[config.mk]
export PLATFORM = sky130hd
export DESIGN_NAME = uart_time_frame_parser
export DESIGN_NICKNAME = d
export VERILOG_FILES = /design/src/rtl/irig_time_pkg.sv /design/src/rtl/bcd_time_check.sv /design/src/rtl/uart_time_frame_parser.sv
export SDC_FILE = /design/constraint.sdc
export NUM_CORES = 1
export LEC_CHECK = 0
export ABC_AREA = 1
export CAP_MARGIN = 10
export CORE_UTILIZATION = 40
export DETAILED_ROUTE_END_ITERATION = 10
export PLACE_DENSITY = 0.67
export SYNTH_ARGS = -nofsm -noshare
export SYNTH_HDL_FRONTEND = slang
export SYNTH_SLANG_ARGS = --single-unit
[constraint.sdc]
create_clock -name sys_clk -period 2 [get_ports sys_clk]
set_input_delay 0.3 -clock sys_clk [delete_from_list [all_inputs] [get_ports sys_clk]]
set_output_delay 0.3 -clock sys_clk [all_outputs]
set_load 0.005 [all_outputs]
[src/rtl/irig_time_pkg.sv]
// Shared constants and types for the UART time-set frame path and the IRIG-B blocks.
// Covers frame header bytes, payload length, error causes and parser states.
package irig_time_pkg;

   localparam logic [7:0] HEADER_1    = 8'hAA;
   localparam logic [7:0] HEADER_2    = 8'h55;
   localparam int         PAYLOAD_LEN = 6;

   localparam logic [1:0] ERR_NONE     = 2'd0;
   localparam logic [1:0] ERR_CHECKSUM = 2'd1;
   localparam logic [1:0] ERR_RANGE    = 2'd2;
   localparam logic [1:0] ERR_TIMEOUT  = 2'd3;

   typedef enum logic [2:0] {
      IDLE,
      HDR2,
      PAYLOAD,
      CHECK,
      VALIDATE
   } parser_state_t;

   function automatic logic bcd_digit_ok(input logic [3:0] digit);
      return digit <= 4'd9;
   endfunction

endpackage

[src/rtl/bcd_time_check.sv]
// Combinational range check of a BCD time-of-year.
// Shared by the UART frame parser and the IRIG-B decoder.
module bcd_time_check
   import irig_time_pkg::*;
(
   input  logic [7:0]  sec,
   input  logic [7:0]  min,
   input  logic [7:0]  hour,
   input  logic [11:0] day,
   input  logic [7:0]  year,
   output logic        range_ok
);

   logic digits_ok;

   // Once every nibble is a decimal digit, BCD values compare correctly as plain binary.
   assign digits_ok = bcd_digit_ok(sec[7:4])   && bcd_digit_ok(sec[3:0])  &&
                      bcd_digit_ok(min[7:4])   && bcd_digit_ok(min[3:0])  &&
                      bcd_digit_ok(hour[7:4])  && bcd_digit_ok(hour[3:0]) &&
                      bcd_digit_ok(day[11:8])  && bcd_digit_ok(day[7:4])  &&
                      bcd_digit_ok(day[3:0])   &&
                      bcd_digit_ok(year[7:4])  && bcd_digit_ok(year[3:0]);

   assign range_ok = digits_ok &&
                     (sec  <= 8'h59) && (min <= 8'h59) && (hour <= 8'h23) &&
                     (day  != 12'h000) && (day <= 12'h366);

endmodule

[src/rtl/uart_time_frame_parser.sv]
// Assembles 9-byte time-set frames from the UART byte stream, validates them
// and presents a BCD time to the IRIG-B encoder load port.
module uart_time_frame_parser
   import irig_time_pkg::*;
#(
   parameter int CLK_FREQ      = 50_000_000,
   parameter int UART_BPS      = 9600,
   parameter int TIMEOUT_BYTES = 4
) (
   input  logic        sys_clk,
   input  logic        sys_rst,
   input  logic [7:0]  in_data,
   input  logic        in_flag,
   output logic [7:0]  time_sec,
   output logic [7:0]  time_min,
   output logic [7:0]  time_hour,
   output logic [11:0] time_day,
   output logic [7:0]  time_year,
   output logic        time_valid,
   output logic        time_loaded,
   output logic        frame_err,
   output logic [1:0]  err_code
);

   localparam longint TIMEOUT_CYC =
      longint'(TIMEOUT_BYTES) * 10 * longint'(CLK_FREQ) / longint'(UART_BPS);
   localparam int             GAP_W    = $clog2(TIMEOUT_CYC);
   localparam logic [GAP_W-1:0] GAP_LAST = GAP_W'(TIMEOUT_CYC - 1);
   localparam logic [2:0]     IDX_LAST = 3'(PAYLOAD_LEN - 1);

   parser_state_t    state, state_next;
   logic [GAP_W-1:0] gap_cnt;
   logic [2:0]       byte_idx;
   logic [7:0]       shadow [PAYLOAD_LEN];
   logic [7:0]       sum;
   logic             csum_ok;
   logic             gap_expired;
   logic             timeout_hit;
   logic             range_ok;
   logic             day_hi_ok;

   assign gap_expired = (gap_cnt == GAP_LAST);
   assign day_hi_ok   = (shadow[3][7:4] == 4'h0);

   bcd_time_check u_range (
      .sec      (shadow[0]),
      .min      (shadow[1]),
      .hour     (shadow[2]),
      .day      ({shadow[3][3:0], shadow[4]}),
      .year     (shadow[5]),
      .range_ok (range_ok)
   );

   // A byte arriving on the terminal-count cycle takes priority over the timeout.
   always_comb begin
      state_next  = state;
      timeout_hit = 1'b0;
      case (state)
         IDLE: begin
            if (in_flag && in_data == HEADER_1) state_next = HDR2;
         end
         HDR2: begin
            if (in_flag) begin
               if (in_data == HEADER_2)      state_next = PAYLOAD;
               else if (in_data != HEADER_1) state_next = IDLE;
            end else if (gap_expired) begin
               state_next  = IDLE;
               timeout_hit = 1'b1;
            end
         end
         PAYLOAD: begin
            if (in_flag) begin
               if (byte_idx == IDX_LAST) state_next = CHECK;
            end else if (gap_expired) begin
               state_next  = IDLE;
               timeout_hit = 1'b1;
            end
         end
         CHECK: begin
            if (in_flag) begin
               state_next = VALIDATE;
            end else if (gap_expired) begin
               state_next  = IDLE;
               timeout_hit = 1'b1;
            end
         end
         VALIDATE: state_next = IDLE;
         default:  state_next = IDLE;
      endcase
   end

   always_ff @(posedge sys_clk) begin
      if (sys_rst) begin
         state       <= IDLE;
         gap_cnt     <= '0;
         byte_idx    <= '0;
         sum         <= '0;
         csum_ok     <= 1'b0;
         for (int i = 0; i < PAYLOAD_LEN; i++) shadow[i] <= '0;
         time_sec    <= '0;
         time_min    <= '0;
         time_hour   <= '0;
         time_day    <= '0;
         time_year   <= '0;
         time_valid  <= 1'b0;
         time_loaded <= 1'b0;
         frame_err   <= 1'b0;
         err_code    <= ERR_NONE;
      end else begin
         state      <= state_next;
         time_valid <= 1'b0;
         frame_err  <= 1'b0;

         // Gap counter only runs while a frame is open and restarts on any byte or state change.
         if (in_flag || state_next != state || state == IDLE || state == VALIDATE)
            gap_cnt <= '0;
         else if (gap_cnt != '1)
            gap_cnt <= gap_cnt + GAP_W'(1);

         if (state == HDR2 && state_next == PAYLOAD) begin
            byte_idx <= '0;
            sum      <= '0;
         end

         if (state == PAYLOAD && in_flag) begin
            shadow[byte_idx] <= in_data;
            sum              <= sum + in_data;
            byte_idx         <= byte_idx + 3'd1;
         end

         if (state == CHECK && in_flag) csum_ok <= (in_data == sum);

         if (timeout_hit) begin
            frame_err <= 1'b1;
            err_code  <= ERR_TIMEOUT;
         end

         if (state == VALIDATE) begin
            if (!csum_ok) begin
               frame_err <= 1'b1;
               err_code  <= ERR_CHECKSUM;
            end else if (!(range_ok && day_hi_ok)) begin
               frame_err <= 1'b1;
               err_code  <= ERR_RANGE;
            end else begin
               time_sec    <= shadow[0];
               time_min    <= shadow[1];
               time_hour   <= shadow[2];
               time_day    <= {shadow[3][3:0], shadow[4]};
               time_year   <= shadow[5];
               time_valid  <= 1'b1;
               time_loaded <= 1'b1;
            end
         end
      end
   end

endmodule
After elaboration in Yosys (flattened, before gate mapping). Memory sizes are Yosys's and may differ from the RTL's. Index checks and enable logic that the tools add are counted.

Bits in registers: 82. Latch bits: 0. RAM bits: 48. Bits in read-only memories: 0. Input bits: 11. Output and inout bits: 49. Logic and storage cells: 113. Memories: 1.

$add $sub $neg: 3. Multipliers: 0. Div/mod/pow operators: 0. Order comparisons: 15. Equality and inequality tests: 13. Shift-type cells: 0. Multiplexer cells: 33. Bitwise gates (word level): 2. Reduce and logical (&&, ||, !) cells: 32.

Memory list: shadow (depth 6, bits a word 8, rd ports 6, clocked after memory_dff 0, write ports 6, RTL line uart_time_frame_parser.sv:34) `logic [7:0] shadow [PAYLOAD_LEN];`.

Operators with widths (count): <= comparator 4 bit (second input constant) (11); 2-to-1 mux 3 bit (11); 2-to-1 mux 8 bit (3); logical AND 1 bit (20); adder 18 x 1 -> 18 bit (second input constant) (1); == test 18 bit (second input constant) (1); != test 18 bit (second input constant) (1); <= comparator 8 x 7 -> 1 bit (second input constant) (2); 2-to-1 mux 1 bit (14); <= comparator 12 x 10 -> 1 bit (second input constant) (1); one-hot mux 3 bit (4 select lines) (1); nonzero test 12 bit (1); == test 3 x 2 -> 1 bit (second input constant) (3); adder 8 bit (1); == test 8 x 7 -> 1 bit (second input constant) (1); == test 8 bit (1); == test 8 bit (second input constant) (1); <= comparator 8 x 6 -> 1 bit (second input constant) (1); 2-to-1 mux 2 bit (4); != test 8 bit (second input constant) (1); OR reduction 8 bit (1); == test 3 bit (second input constant) (2); OR reduction 3 bit (2); zero test 4 bit (1); other kinds (9) (12).

Longest topological paths before layout.
Depth after elaboration: 20. Depth in mapped cells: 13. Gate-level depth less buffers: 11.

By module. Synthesis repeated with hierarchy kept, for this count alone.

Cells, all modules: 719. Area, all modules: 5824.3 um^2.

By module, submodules not included: uart_time_frame_parser (instances 1, cells an instance 665, area each 5577.8 um^2, sequential area each 3083.0 um^2); bcd_time_check (instances 1, cells an instance 54, area each 246.5 um^2, sequential area each 0.0 um^2).

Worst setup path after synthesis. No wires, ideal clock.

Kind: register to register. Start point: register state[1]. End point: memory shadow[1][0], enable pin. Arrival time: 1.543 ns. Slack: 0.129 ns. Stages on the path, launching flop included: 10. Buffers on the path: 0. Cells stage by stage: dfxtp_1 nand3_2 nor2_4 inv_2 nor2_4 inv_2 or2_4 nor2_8 nand2_4 nand2_1.

RTL lines: start, declared (RTL line uart_time_frame_parser.sv:31) `parser_state_t state, state_next;`; start signal, assigned (RTL line uart_time_frame_parser.sv:110) `state <= state_next;`; end, declared (RTL line uart_time_frame_parser.sv:34).

==> impl_results.html <==
<table>
<tr><th>Metric</th><th>Value</th></tr>
<tr><th colspan="2">Power and ir drop</th></tr>
<tr><td>Clk pwr share</td><td>0.532</td></tr>
<tr><td>Switching power share of the total</td><td>0.217</td></tr>
<tr><td>Switching Power</td><td>1380 uW</td></tr>
<tr><td>Worst vdd rail ir drop</td><td>~0.00058 V</td></tr>
<tr><td>Portion of total power attributed to combinational logic</td><td>0.029</td></tr>
<tr><td>Power, Total</td><td>6360 uW</td></tr>
<tr><td>Power per unit of standard cell area</td><td>799 nW/um^2</td></tr>
<tr><td>Leakage</td><td>about 0.0035 uW</td></tr>
<tr><td>Cell Int Power</td><td>between 4000 and 5000 uW</td></tr>
<tr><td>Sequential cell fraction of total power</td><td>0.439</td></tr>
<tr><th colspan="2">Logic synthesis</th></tr>
<tr><td>FFs w/ async S/R, synth</td><td>0</td></tr>
<tr><td>Top FF cell, synth</td><td>sky130_fd_sc_hd__dfxtp_1</td></tr>
<tr><td>Fraction of synthesized cell area taken by the top area cell type</td><td>0.274</td></tr>
<tr><td>Largest area contributor in the netlist</td><td>sky130_fd_sc_hd__dfxtp_1</td></tr>
<tr><td>Xor and xnor fraction of the mapped netlist area</td><td>0.0234</td></tr>
<tr><td>Multiplexer share of the synthesized area</td><td>0</td></tr>
<tr><td>Post-Synthesis Net Count</td><td>approximately 790</td></tr>
<tr><td>Sequential area share after synthesis</td><td>0.515</td></tr>
<tr><td>Instance count of the mapped netlist</td><td>between 700 and 800</td></tr>
<tr><td>Combinational family with the most area after synthesis</td><td>simple AND/OR/NAND/NOR gates</td></tr>
<tr><td>Compound-gate portion of the synthesized area</td><td>0.0466</td></tr>
<tr><td>Simple-gate area share of the yosys netlist</td><td>0.307</td></tr>
<tr><td>Number of warnings printed during yosys synthesis</td><td>0</td></tr>
<tr><td>Synthesized area per cell</td><td>approximately 7.8 sq um</td></tr>
<tr><td>Post-synthesis instance area</td><td>between 5000 and 6000 sq um</td></tr>
<tr><td>Post-synth cell types</td><td>35</td></tr>
<tr><td>Adder-Cell Fraction of Synth Area</td><td>0.0263</td></tr>
<tr><td>Number of enable-type register cells in the synthesized netlist</td><td>48</td></tr>
<tr><td>Synth Register Bits</td><td>130</td></tr>
<tr><td>Leading cell types by total area after synthesis</td><td>sky130_fd_sc_hd__dfxtp_1 (27%), sky130_fd_sc_hd__edfxtp_1 (24%), sky130_fd_sc_hd__nor2_1 (12%)</td></tr>
<tr><th colspan="2">STA</th></tr>
<tr><td>Total negative slack for setup checks</td><td>0 ps</td></tr>
<tr><td>Tightest Pin Transition</td><td>337 ps</td></tr>
<tr><td>Max transition margin</td><td>0.775</td></tr>
<tr><td>Clock skew after layout</td><td>roughly 8.0 ps</td></tr>
<tr><td>Unrepaired setup endpoints after global routing</td><td>yes</td></tr>
<tr><td>Final hold violation count</td><td>0</td></tr>
<tr><td>Setup slack of the critical path after layout</td><td>about 58 ps</td></tr>
<tr><td>Final-report max-slew violation count</td><td>0</td></tr>
<tr><td>Highest clock frequency the design can meet</td><td>515 MHz</td></tr>
<tr><td>Final setup viols</td><td>0</td></tr>
<tr><td>Final-layout worst hold slack</td><td>approximately 450 ps</td></tr>
<tr><td>Final Cycle Share</td><td>0.971</td></tr>
<tr><td>Crit path time final</td><td>roughly 2000 ps</td></tr>
<tr><th colspan="2">Drt</th></tr>
<tr><td>Total via count in the routed design</td><td>5,054</td></tr>
<tr><td>Average detailed-routed wire length per instance</td><td>12.2 um</td></tr>
<tr><td>Remaining design rule violation count</td><td>0</td></tr>
<tr><td>Post-DRT Antenna Nets</td><td>0</td></tr>
<tr><td>Routed WL</td><td>~13 mm</td></tr>
<tr><td>Number of detailed-routing iterations run before antenna repair</td><td>6</td></tr>
<tr><td>Number of vias per cell after detailed routing</td><td>4.67</td></tr>
<tr><td>Initial DRC Count</td><td>roughly 290</td></tr>
<tr><th colspan="2">Die</th></tr>
<tr><td>Std cell rows</td><td>44</td></tr>
<tr><td>Die span in x</td><td>roughly 120 um</td></tr>
<tr><td>Core area</td><td>~15,000 sq um</td></tr>
<tr><td>Die Y-Extent</td><td>124 um</td></tr>
<tr><td>Die area</td><td>roughly 15,000 sq um</td></tr>
<tr><td>Effective utilization at floorplan</td><td>0.410</td></tr>
<tr><td>Count of pins on the block boundary</td><td>60</td></tr>
<tr><th colspan="2">Setup path</th></tr>
<tr><td>Signal arrival time at the worst endpoint</td><td>between 2000 and 2500 ps</td></tr>
<tr><td>Max stage delay cell, worst path</td><td>sky130_fd_sc_hd__edfxtp_1</td></tr>
<tr><td>Count of buffering cells on the critical path with inverters included</td><td>2</td></tr>
<tr><td>Most frequent cell on the critical path</td><td>sky130_fd_sc_hd__nor2_1</td></tr>
<tr><td>R2R Path Start</td><td>shadow[1][1]</td></tr>
<tr><td>Worst reg2reg endpoint</td><td>time_day[8]</td></tr>
<tr><td>Required time at the endpoint of the critical path</td><td>2310 ps</td></tr>
<tr><td>Critical path type</td><td>reg2reg</td></tr>
<tr><td>Worst Setup Start Kind</td><td>flop</td></tr>
<tr><td>Family with the most delay on the worst path</td><td>simple AND/OR/NAND/NOR gates</td></tr>
<tr><td>CP endpoint kind</td><td>flop</td></tr>
<tr><td>Path depth of the worst reg2reg path</td><td>12</td></tr>
<tr><td>Slack of the worst reg-to-reg path</td><td>about 58 ps</td></tr>
<tr><td>Crit path largest cell delay</td><td>approximately 420 ps</td></tr>
<tr><td>Logic depth of the worst path, buffers included</td><td>12</td></tr>
<tr><td>Critical-path cell list</td><td>nor2_1 -&gt; nor2_1 -&gt; nor2_1 -&gt; nand2_1 -&gt; nor2_1 -&gt; nand2_2 -&gt; nor2_4 -&gt; nand4_1 -&gt; buf_6 -&gt; clkbuf_16 -&gt; nor2_1 -&gt; nor2_1</td></tr>
<tr><td>Worst-path fanout max</td><td>8</td></tr>
<tr><th colspan="2">GRT</th></tr>
<tr><td>Global Route met2 Usage</td><td>0.269</td></tr>
<tr><td>Initial antenna violation count</td><td>0</td></tr>
<tr><td>Grt met1 use</td><td>0.246</td></tr>
<tr><td>Number of global-route vias before repair</td><td>4,762</td></tr>
<tr><td>Total overflow reported by the global router</td><td>0</td></tr>
<tr><td>Combined global-route utilization of all metal layers</td><td>0.178</td></tr>
<tr><td>Most Crowded Layer GR</td><td>met2</td></tr>
<tr><td>Routing usage on met3</td><td>0.0421</td></tr>
<tr><td>Global-route wire length before repair</td><td>22.3 mm</td></tr>
<tr><td>Pin count of the biggest net entering global routing</td><td>65</td></tr>
<tr><th colspan="2">Finish</th></tr>
<tr><td>Layout-stage area growth over the synthesis result</td><td>32.8%</td></tr>
<tr><td>Inserted Diodes</td><td>0</td></tr>
<tr><td>Total number of nets in the final design</td><td>between 900 and 1,000</td></tr>
<tr><td>Area taken by flip-flops and latches</td><td>3080 sq um</td></tr>
<tr><td>Share of cells above drive strength 1</td><td>0.134</td></tr>
<tr><td>Post-Layout Inst Area</td><td>between 7000 and 8000 sq um</td></tr>
<tr><td>Area used by multi-input combinational logic</td><td>~2400 sq um</td></tr>
<tr><td>Number of filler cells placed in the layout</td><td>between 1,000 and 1,500</td></tr>
<tr><th colspan="2">CTS</th></tr>
<tr><td>CTS tree</td><td>yes</td></tr>
<tr><td>Total CTS buffers</td><td>17</td></tr>
<tr><td>Clock Tree Root</td><td>sky130_fd_sc_hd__clkbuf_16</td></tr>
<tr><td>Reg clk slew, reported paths</td><td>about 60 ps</td></tr>
<tr><td>CTS hold repair buffers</td><td>0</td></tr>
<tr><td>Worst skew pair latency</td><td>roughly 420 ps</td></tr>
<tr><td>Count of H-tree levels built during CTS</td><td>4</td></tr>
<tr><td>Sink count of the clock tree</td><td>130</td></tr>
<tr><td>Number of buffers on the longest clock path</td><td>2</td></tr>
<tr><th colspan="2">Min path</th></tr>
<tr><td>Hold Crit Depth</td><td>2</td></tr>
<tr><td>Min-delay src</td><td>time_day[10]</td></tr>
<tr><td>Hold Crit Endpoint</td><td>time_day[10]</td></tr>
<tr><td>Class of the worst hold path</td><td>reg2reg</td></tr>
<tr><th colspan="2">Place</th></tr>
<tr><td>HPWL reported at the end of detailed placement</td><td>~9.3 mm</td></tr>
<tr><td>Worst setup slack before clock tree synthesis</td><td>-275 ps</td></tr>
<tr><td>Buffers added on ports</td><td>59</td></tr>
<tr><td>DP Area</td><td>between 7000 and 8000 sq um</td></tr>
<tr><td>Weighted congestion at the end of routability-driven global placement</td><td>0.891</td></tr>
<tr><th colspan="2">Status</th></tr>
<tr><td>Outcome</td><td>complete, no violations</td></tr>
<tr><th colspan="2">Flow run</th></tr>
<tr><td>Max-capacitance violation count</td><td>0</td></tr>
</table>
## layout make-up
cell class                 count  share of cell area
tap                          184              0.0289
inverter                     102              0.0481
clock buffer                  17              0.0535
clock inverter                15              0.0275
timing repair buffer         121               0.146
multi-input combinational    513               0.308
sequential                   130               0.388
## tightest hold or removal path: stages, from the launching register on
cell	delay (ps)
sky130_fd_sc_hd__dfxtp_1	310
sky130_fd_sc_hd__nand3_1	70
sky130_fd_sc_hd__inv_1	30
## cell usage after synthesis (all sizes together), types with 2 or more instances
cell / n
a211oi: 2
ha: 11
inv: 102
xor2: 10
clkbuf: 11
xnor2: 6
nor3: 17
nand3: 40
nand4: 10
dfxtp: 82
edfxtp: 48
nor2: 190
nand2: 168
nor4: 2
a21oi: 24
buf: 10
a31oi: 2
o21ai: 22
nand3b: 2
## per-layer routing
metal | part of all wire | up-vias
met5 | 0 | -
met4 | 0.015 | 0
met2 | 0.45 | 124
met3 | 0.043 | 16
met1 | 0.49 | 2253
li1 | - | 2661
## cell families after synthesis
logic type	after synthesis
buffers and inverters	123
AND/OR/NAND/NOR	432
adder cells (fa/ha/maj)	12
AO/OA/AOI/OAI	53
flip-flops	130
XOR/XNOR	16
## layout by cell type (no fill, tap or decap), drive strengths merged, types with 2 or more instances in the layout
master / instances
ha: 11
nand3: 40
clkinv: 2
a31oi: 2
clkinvlp: 2
nand2: 168
clkbuf: 19
xnor2: 6
nor2: 190
nor4: 2
edfxtp: 48
bufinv: 4
clkdlybuf4s50: 59
inv: 109
dfxtp: 82
xor2: 10
o21ai: 22
nand4: 10
nor3: 17
buf: 60
a21oi: 24
a211oi: 2
nand3b: 2
## power by group through the flow
stage	Combinational, uW	Sequential, uW	Clock [uW]
final	183	2790	3380
after CTS	180	2790	3430
after detailed placement	179	2850	0
after global routing	203	2800	3570
after global placement	179	2850	0
after floorplan	82.5	2840	0
## worst max path at each step
stage                            start           end  slack (ps)
after CTS                 shadow[3][3]   time_day[6]          90
after detailed placement       in_flag  shadow[3][2]        -270
after global routing      shadow[3][3]   time_day[6]         -90
final                     shadow[1][1]   time_day[8]          60
after floorplan               state[1]  shadow[1][0]         130
after global placement         in_flag  shadow[1][0]        -270
## metrics by stage
| step | std cells | util |
|---|---|---|
| 2_1_floorplan | 766 | - |
| 6_report | 1082 | 0.545 |
| 4_1_cts | 1075 | 0.536 |
| 3_3_place_gp | 1043 | 0.492 |
| 5_1_grt | 1082 | 0.545 |
| 3_5_place_dp | 1043 | 0.492 |
## registers in the layout, summed over array words and instances (netlist names), 3 cells and up
signal,cells
time_sec,8
gap_cnt,18
sum,8
time_min,8
state,3
shadow,48
time_year,8
time_day,12
time_hour,8
byte_idx,3
## what timing repair did
item	CTS	global route
hold endpoints to repair	0	0
setup endpoints to repair	0	58
resized for setup	0	17
buffers inserted	0	4
No activity file was read; power rests on OpenSTA's default activity.
